**config.mk**
```make
export PLATFORM = sky130hd
export DESIGN_NAME = key_note_scheduler_flat
export DESIGN_NICKNAME = d
export VERILOG_FILES = /design/src/rtl/key_note_scheduler_if.sv /design/src/rtl/key_note_scheduler.sv /design/src/flat_wrapper.sv
export SDC_FILE = /design/constraint.sdc
export NUM_CORES = 1
export LEC_CHECK = 0
export CORE_MARGIN = 3
export CORE_UTILIZATION = 30
export DETAILED_ROUTE_END_ITERATION = 8
export PLACE_DENSITY_LB_ADDON = 0.05
export SLEW_MARGIN = 20
export SYNTH_ARGS = -nofsm -noshare
export SYNTH_HDL_FRONTEND = slang
export SYNTH_SLANG_ARGS = --single-unit
```
**constraint.sdc**
```tcl
create_clock -name clk -period 6.5 [get_ports clk]
set_input_delay 0.975 -clock clk [delete_from_list [all_inputs] [get_ports clk]]
set_output_delay 0.975 -clock clk [all_outputs]
set_load 0.05 [all_outputs]
```
**src/rtl/key_note_scheduler_if.sv**
```systemverilog
// key_note_scheduler_if: keypad, beat and player-control signals between the scheduler and its driver
interface key_note_scheduler_if #(parameter int DEPTH = 4);
    logic                     key_strobe;
    logic [3:0]               key_code;
    logic                     beat;
    logic                     run;
    logic                     flush;
    logic [3:0]               key_val;
    logic                     note_enable;
    logic                     note_start;
    logic                     busy;
    logic [$clog2(DEPTH):0]   queue_count;
    logic                     overflow;
    modport master (
        output key_strobe, key_code, beat, run, flush,
        input  key_val, note_enable, note_start, busy, queue_count, overflow
    );
    modport slave (
        input  key_strobe, key_code, beat, run, flush,
        output key_val, note_enable, note_start, busy, queue_count, overflow
    );
endinterface

```
**src/rtl/key_note_scheduler.sv**
```systemverilog
// key_note_scheduler: queues key strobes and plays them one at a time for NOTE_BEATS beats plus a GAP_BEATS silence
module key_note_scheduler #(
    parameter int DEPTH      = 4,
    parameter int NOTE_BEATS = 4,
    parameter int GAP_BEATS  = 1
) (
    input logic                  clk,
    input logic                  reset,
    key_note_scheduler_if.slave  bus
);
    localparam int AW = $clog2(DEPTH);
    typedef enum logic [1:0] {IDLE, LOAD, PLAY, GAP} state_t;
    state_t        state;
    logic [3:0]    mem [DEPTH];
    logic [AW-1:0] wr_ptr, rd_ptr;
    logic [AW:0]   count;
    logic [7:0]    cnt;
    logic          full, pop, push, tick;
    assign full  = count == (AW+1)'(DEPTH);
    assign pop   = state == IDLE && count != '0 && bus.run;
    // a pop in the same cycle frees the slot, so a strobe into a full queue still fits
    assign push  = bus.key_strobe && (!full || pop);
    assign tick  = bus.beat && bus.run;
    assign bus.busy        = state != IDLE;
    assign bus.queue_count = count;
    always_ff @(posedge clk)
        if (reset && !bus.flush && push) mem[wr_ptr] <= bus.key_code;
    always_ff @(posedge clk) begin
        if (!reset) begin
            state           <= IDLE;
            wr_ptr          <= '0;
            rd_ptr          <= '0;
            count           <= '0;
            cnt             <= '0;
            bus.key_val     <= '0;
            bus.note_enable <= 1'b0;
            bus.note_start  <= 1'b0;
            bus.overflow    <= 1'b0;
        end else if (bus.flush) begin
            state           <= IDLE;
            wr_ptr          <= '0;
            rd_ptr          <= '0;
            count           <= '0;
            bus.note_enable <= 1'b0;
            bus.note_start  <= 1'b0;
            bus.overflow    <= 1'b0;
        end else begin
            bus.note_start <= 1'b0;
            if (push) wr_ptr <= wr_ptr + 1'b1;
            if (pop) rd_ptr <= rd_ptr + 1'b1;
            count <= count + (AW+1)'(push) - (AW+1)'(pop);
            if (bus.key_strobe && !push) bus.overflow <= 1'b1;
            case (state)
                IDLE: if (pop) begin
                    bus.key_val <= mem[rd_ptr];
                    state       <= LOAD;
                end
                LOAD: begin
                    state           <= PLAY;
                    cnt             <= 8'(NOTE_BEATS);
                    bus.note_enable <= bus.key_val != 4'd0;
                    bus.note_start  <= 1'b1;
                end
                PLAY: if (tick) begin
                    if (cnt == 8'd1) begin
                        bus.note_enable <= 1'b0;
                        state           <= (GAP_BEATS > 0) ? GAP : IDLE;
                        cnt             <= 8'(GAP_BEATS);
                    end else cnt <= cnt - 8'd1;
                end
                GAP: if (tick) begin
                    if (cnt == 8'd1) state <= IDLE;
                    else cnt <= cnt - 8'd1;
                end
                default: state <= IDLE;
            endcase
        end
    end
endmodule

```
**src/flat_wrapper.sv**
```systemverilog
// flat-port wrapper written by rule: the top's interface ports become plain ports
module key_note_scheduler_flat 
#(
    parameter int DEPTH      = 4,
    parameter int NOTE_BEATS = 4,
    parameter int GAP_BEATS  = 1
)
  (clk, reset, bus_key_strobe, bus_key_code, bus_beat, bus_run, bus_flush, bus_key_val, bus_note_enable, bus_note_start, bus_busy, bus_queue_count, bus_overflow);
  key_note_scheduler_if #(.DEPTH(DEPTH)) bus_i ();
  input logic clk;
  input logic reset;
  input wire logic [$bits(bus_i.key_strobe)-1:0] bus_key_strobe;
  input wire logic [$bits(bus_i.key_code)-1:0] bus_key_code;
  input wire logic [$bits(bus_i.beat)-1:0] bus_beat;
  input wire logic [$bits(bus_i.run)-1:0] bus_run;
  input wire logic [$bits(bus_i.flush)-1:0] bus_flush;
  output wire logic [$bits(bus_i.key_val)-1:0] bus_key_val;
  output wire logic [$bits(bus_i.note_enable)-1:0] bus_note_enable;
  output wire logic [$bits(bus_i.note_start)-1:0] bus_note_start;
  output wire logic [$bits(bus_i.busy)-1:0] bus_busy;
  output wire logic [$bits(bus_i.queue_count)-1:0] bus_queue_count;
  output wire logic [$bits(bus_i.overflow)-1:0] bus_overflow;
  assign bus_i.key_strobe = bus_key_strobe;
  assign bus_i.key_code = bus_key_code;
  assign bus_i.beat = bus_beat;
  assign bus_i.run = bus_run;
  assign bus_i.flush = bus_flush;
  assign bus_key_val = bus_i.key_val;
  assign bus_note_enable = bus_i.note_enable;
  assign bus_note_start = bus_i.note_start;
  assign bus_busy = bus_i.busy;
  assign bus_queue_count = bus_i.queue_count;
  assign bus_overflow = bus_i.overflow;
  key_note_scheduler #(.DEPTH(DEPTH), .NOTE_BEATS(NOTE_BEATS), .GAP_BEATS(GAP_BEATS)) u_core (.clk(clk), .reset(reset), .bus(bus_i));
endmodule
```
* Yosys cells after proc, flatten, opt, wreduce, memory -nomap -nowiden *
Memories as Yosys holds them, arrays and structs flattened. A register that Yosys moved wholly into a read port is not among the register bits.
Index checks and enable logic that the tools add are counted.

cells by class
  mux-type cells = 17
  add/sub/neg operators = 5
  bitwise logic cells = 2
  reduce and logical (&&, ||, !) cells = 23
  eq/ne operators = 11

operators by type and width
  kind                 count
  $mux 8               4
  $pmux 8 s3           1
  $mux 2               5
  $ne 2x1->1 const B   5
  $reduce_and 5->1     2
  $eq 8x1->1 const B   1
  $pmux 2 s4           1
  $sub 8x1->8 const B  1
  $logic_and 1x1->1    7
  $reduce_and 3->1     2
  $reduce_bool 3->1    2
  $mux 1               5
  $add 2x1->2 const B  2
  $eq 2x2->1 const B   2
  $logic_not 1->1      4
  $reduce_bool 2->1    2
  $reduce_bool 4->1    1
  $add 3x1->3          1
  $eq 3x3->1 const B   1
  $sub 3x1->3          1
  $eq 2x1->1 const B   1
  $logic_not 2->1      1
  $ne 2x2->1 const B   1
  $not 1->1            2
  3 further kinds      3

word-level totals
  logic and storage cells = 67
  memories = 1
  register bits after elaboration = 20
  bits in writable memories = 16
  input port bits = 10
  output and inout port bits = 11

memory list
  name        depth  bits a word  rd ports  clocked after memory_dff  write ports  line                      RTL
  u_core.mem  4      4            1         1                         1            key_note_scheduler.sv:14  logic [3:0] mem [DEPTH];

* Depth between registers and ports, before layout *
  word-level depth = 8
  depth in mapped cells = 12
  depth with buffers taken out = 12

* Least setup slack after synthesis *
No wires, ideal clock.

  kind = input to register
  start point = input port bus_run
  end point = register u_core.count[2], in the netlist u_core.bus.queue_count[2]
  buffers on the path = 0
  setup slack = 3.941 ns
  data arrival time = 2.434 ns
  stages = 10
  library setup time = 0.124 ns
  required time = 6.376 ns
  cell sequence = o311ai_2 -> inv_1 -> ha_1 -> inv_1 -> ha_1 -> inv_1 -> fa_1 -> xor2_1 -> xnor2_1 -> nor2_1

between the ends
  word-level cells in the longest chain between the ends = 5

RTL lines
  item                    line                      RTL
  start: declaration      flat_wrapper.sv:15        input wire logic [$bits(bus_i.run)-1:0] bus_run;
  $logic_and 1x1->1 *     key_note_scheduler.sv:20  assign pop = state == IDLE && count != '0 && bus.run;
  net u_core.pop          key_note_scheduler.sv:18  logic full, pop, push, tick;
  $logic_or 1x1->1        key_note_scheduler.sv:22  assign push = bus.key_strobe && (!full || pop);
  $logic_and 1x1->1       key_note_scheduler.sv:22
  $add 3x1->3             key_note_scheduler.sv:51  count <= count + (AW+1)'(push) - (AW+1)'(pop);
  $sub 3x1->3 *           key_note_scheduler.sv:51
  end signal: assignment  key_note_scheduler.sv:51
  end: declaration        key_note_scheduler.sv:16  logic [AW:0] count;

Mark *: on every way through the listed nets, which the timed path passes. The rest lies on a longest branch.
A chain may end at the register's enable or synchronous reset.

* Worst setup path after layout *
Same ends and word-level chain as after synthesis.

==> flow_summary.toml <==
[detailed_routing]
drt-initial-drc-count = 64
routedWlPerCell_um = 15.2
drt-pass1-iter-count = 4
vias = 1392
drt_wl_total_mm = 4.18
post-route-drc-count = 0
vias_per_cell = 5.08
ant_nets = 0

[critical_path]
rrSetupSlack_ps = 4040
r2r-start = "u_core.state[0]$_SDFFE_PP0P_"
worstSetupStartpoint = "bus_run"
critPathKind = "input pin to flop"
path_max_fanout = 7
reg2regPathDepth = 12
rr_endpoint = "u_core.bus.queue_count[2]$_SDFF_PP0_"
end_kind = "flop"
cp.required_ps = 6680
endpoint = "u_core.bus.queue_count[2]$_SDFF_PP0_"
startpoint_type = "input pin"
cp.arrival_ps = 3170

[logic_synthesis]
synth_fp_nets = 200
synth-async-reset-ratio = 0
synth_top_cell_by_area = "dfxtp_1"
netlist.area_leader.share = 0.247
syn_area_per_cell_um2 = 11.0
syn_inst = 176
syn-cell-area_mm2 = 0.00194
synth_edf_count = 16
synth.distinct_cells = 43
synth_ff_type = "dfxtp_1"
ys_seq_area_frac = 0.494
synth.area.top_cells = "dfxtp_1 (25%), edfxtp_1 (25%), ha_1 (8.4%)"
yosysWarnings = 0
synth_seq_cells = 40

[clock_network]
clock_path_buffers = 2
ctsHtreeMaxLevel = 2
hold_buffers = 0
cts.repair.resized = 0
root_buffer = "clkbuf_8"
cts_inserted_buffers = 5
clk_pin_slew_ps = 80
cts_tree = "yes"
cts_setup_buffers = 0
clock_latency_ps = 300
cts.sinks = 40

[power_and_ir_drop]
power.leakage_nw = 0.855
powerDensity_mw_per_mm2 = 249
vdd_drop_max_v = 0.000115

[finish]
fin_nets = 222
mostFrequentLayoutCells = "dfxtp_1 (24), clkdlybuf4s50_1 (20), edfxtp_1 (16), inv_1 (14)"
drive_gt1_frac = 0.0854
syn_to_final_growth_pct = 19.6
antenna_cells = 0
utilization = 0.381
stdcell_count = 274
fillers = 631
final_common_cell = "dfxtp_1"

[floorplan]
rows = 28
start_util = 0.319
core_area_mm2 = 0.00610
die_h_um = 86.5
die_area_mm2 = 0.00748
die_x_um = 86.5
ios = 21

[placement]
port_buffers = 20
dp.final_hpwl_mm = 3.15
place_congestion = 0.725
pre_cts_slack_ps = 3180
dp_cells = 266

[global_routing]
grt_start_max_net_pins = 14
grt_pass1_vias = 1377
antenna_found_initial = 0
gr-usage-all-layers = 0.121
grt_overflow = 0
grt_pass1_wl_mm = 6.90

[hold_path]
hold_depth = 2
min_path_type = "flop to flop"

[sta]
finalCritPeriodShare = 0.460
setup_violations = 0
layout_setup_ws_ps = 3510
finalCriticalPeriod_ps = 2990
rsz0062_at_grt = "no"
finalSetupTns_ps = 0
slew_headroom = 0.528
worst_slew_pin_slew_ps = 702
report.final.hold_viol_count = 0
maxSlewViolCount = 0
clock_skew_ps = 10.9
fmax_mhz = 334

[run]
max_cap_viol_count = 0

[outcome]
outcome = "complete, no violations"
## synth_stat cells (3+ instances only)
master    number
a21oi_1       13
and3_1         5
clkbuf_1       3
dfxtp_1       24
edfxtp_1      16
ha_1          13
inv_1         14
mux2i_1        3
mux4_2         4
nand2_1       12
nor2_1        11
o21ai_0       10
o41ai_1        5
xnor2_1        3
## state kept, by name, summed over array words and instances (netlist names)
name,cells
u_core.bus.key_val,4
u_core.bus.note_enable,1
u_core.bus.note_start,1
u_core.bus.overflow,1
u_core.bus.queue_count,3
u_core.cnt,8
u_core.mem,16
u_core.rd_ptr,2
u_core.state,2
u_core.wr_ptr,2
## power by group
group,internal (mW),total (mW),switching (mW)
logic,0.0403,0.0960,0.0557
registers,0.269,0.281,0.0114
clock network,0.114,0.201,0.0869
## layer usage
layer  wire length (um)  up-vias  global-route usage
li1                   -      687                   -
met4                 55        0              0.0453
met3                171        5              0.0342
met1               2100      670               0.170
met2               1850       30               0.176
met5                  0        -                   0
## layout make-up
cell class | instances | area, um2 | share of cell area
inverter | 14 | 52.6 | 0.0226
clock buffer | 6 | 72.6 | 0.0312
clock inverter | 2 | 35.0 | 0.0151
timing repair buffer | 20 | 200 | 0.0861
sequential | 40 | 961 | 0.413
multi-input combinational | 117 | 910 | 0.391
tap | 75 | 93.8 | 0.0404
## critical path: stages
cell and delay [ps]:
clkdlybuf4s50_1 610, o311ai_2 230, inv_1 160, ha_1 240
inv_1 60, ha_1 130, inv_1 50, fa_1 370
xor2_1 170, xnor2_1 140, nor2_1 50
## through the flow
step	hold slack (ps)	instance area [um2]	total power [mW]
2_1_floorplan	446	1940	0.352
3_3_place_gp	467	2220	0.382
3_5_place_dp	476	2220	0.383
4_1_cts	495	2320	0.584
5_1_grt	532	2320	0.607
6_report	496	2320	0.578
## cells by family after synthesis
group                      share of synthesized area
adders and majority gates                     0.0940
muxes                                         0.0618
buffers and inverters                         0.0380
xor gates and xnor gates                      0.0225
DFF                                            0.494
AOI/OAI and AO/OA                              0.138
and+or+nand+nor                                0.151
## worst min-delay path by stage
stage	start	endpoint	slack [ps]
after CTS	u_core.cnt[1]$_SDFFE_PN0P_	u_core.cnt[1]$_SDFFE_PN0P_	500
final	u_core.cnt[1]$_SDFFE_PN0P_	u_core.cnt[1]$_SDFFE_PN0P_	500
after floorplan	u_core.cnt[7]$_SDFFE_PN0P_	u_core.cnt[7]$_SDFFE_PN0P_	450
after global routing	u_core.cnt[1]$_SDFFE_PN0P_	u_core.cnt[1]$_SDFFE_PN0P_	530
after global placement	u_core.cnt[7]$_SDFFE_PN0P_	u_core.cnt[7]$_SDFFE_PN0P_	470
after detailed placement	u_core.bus.overflow$_SDFFE_PP0P_	u_core.bus.overflow$_SDFFE_PP0P_	480
Note: power is estimated with default switching activity, not from simulation.
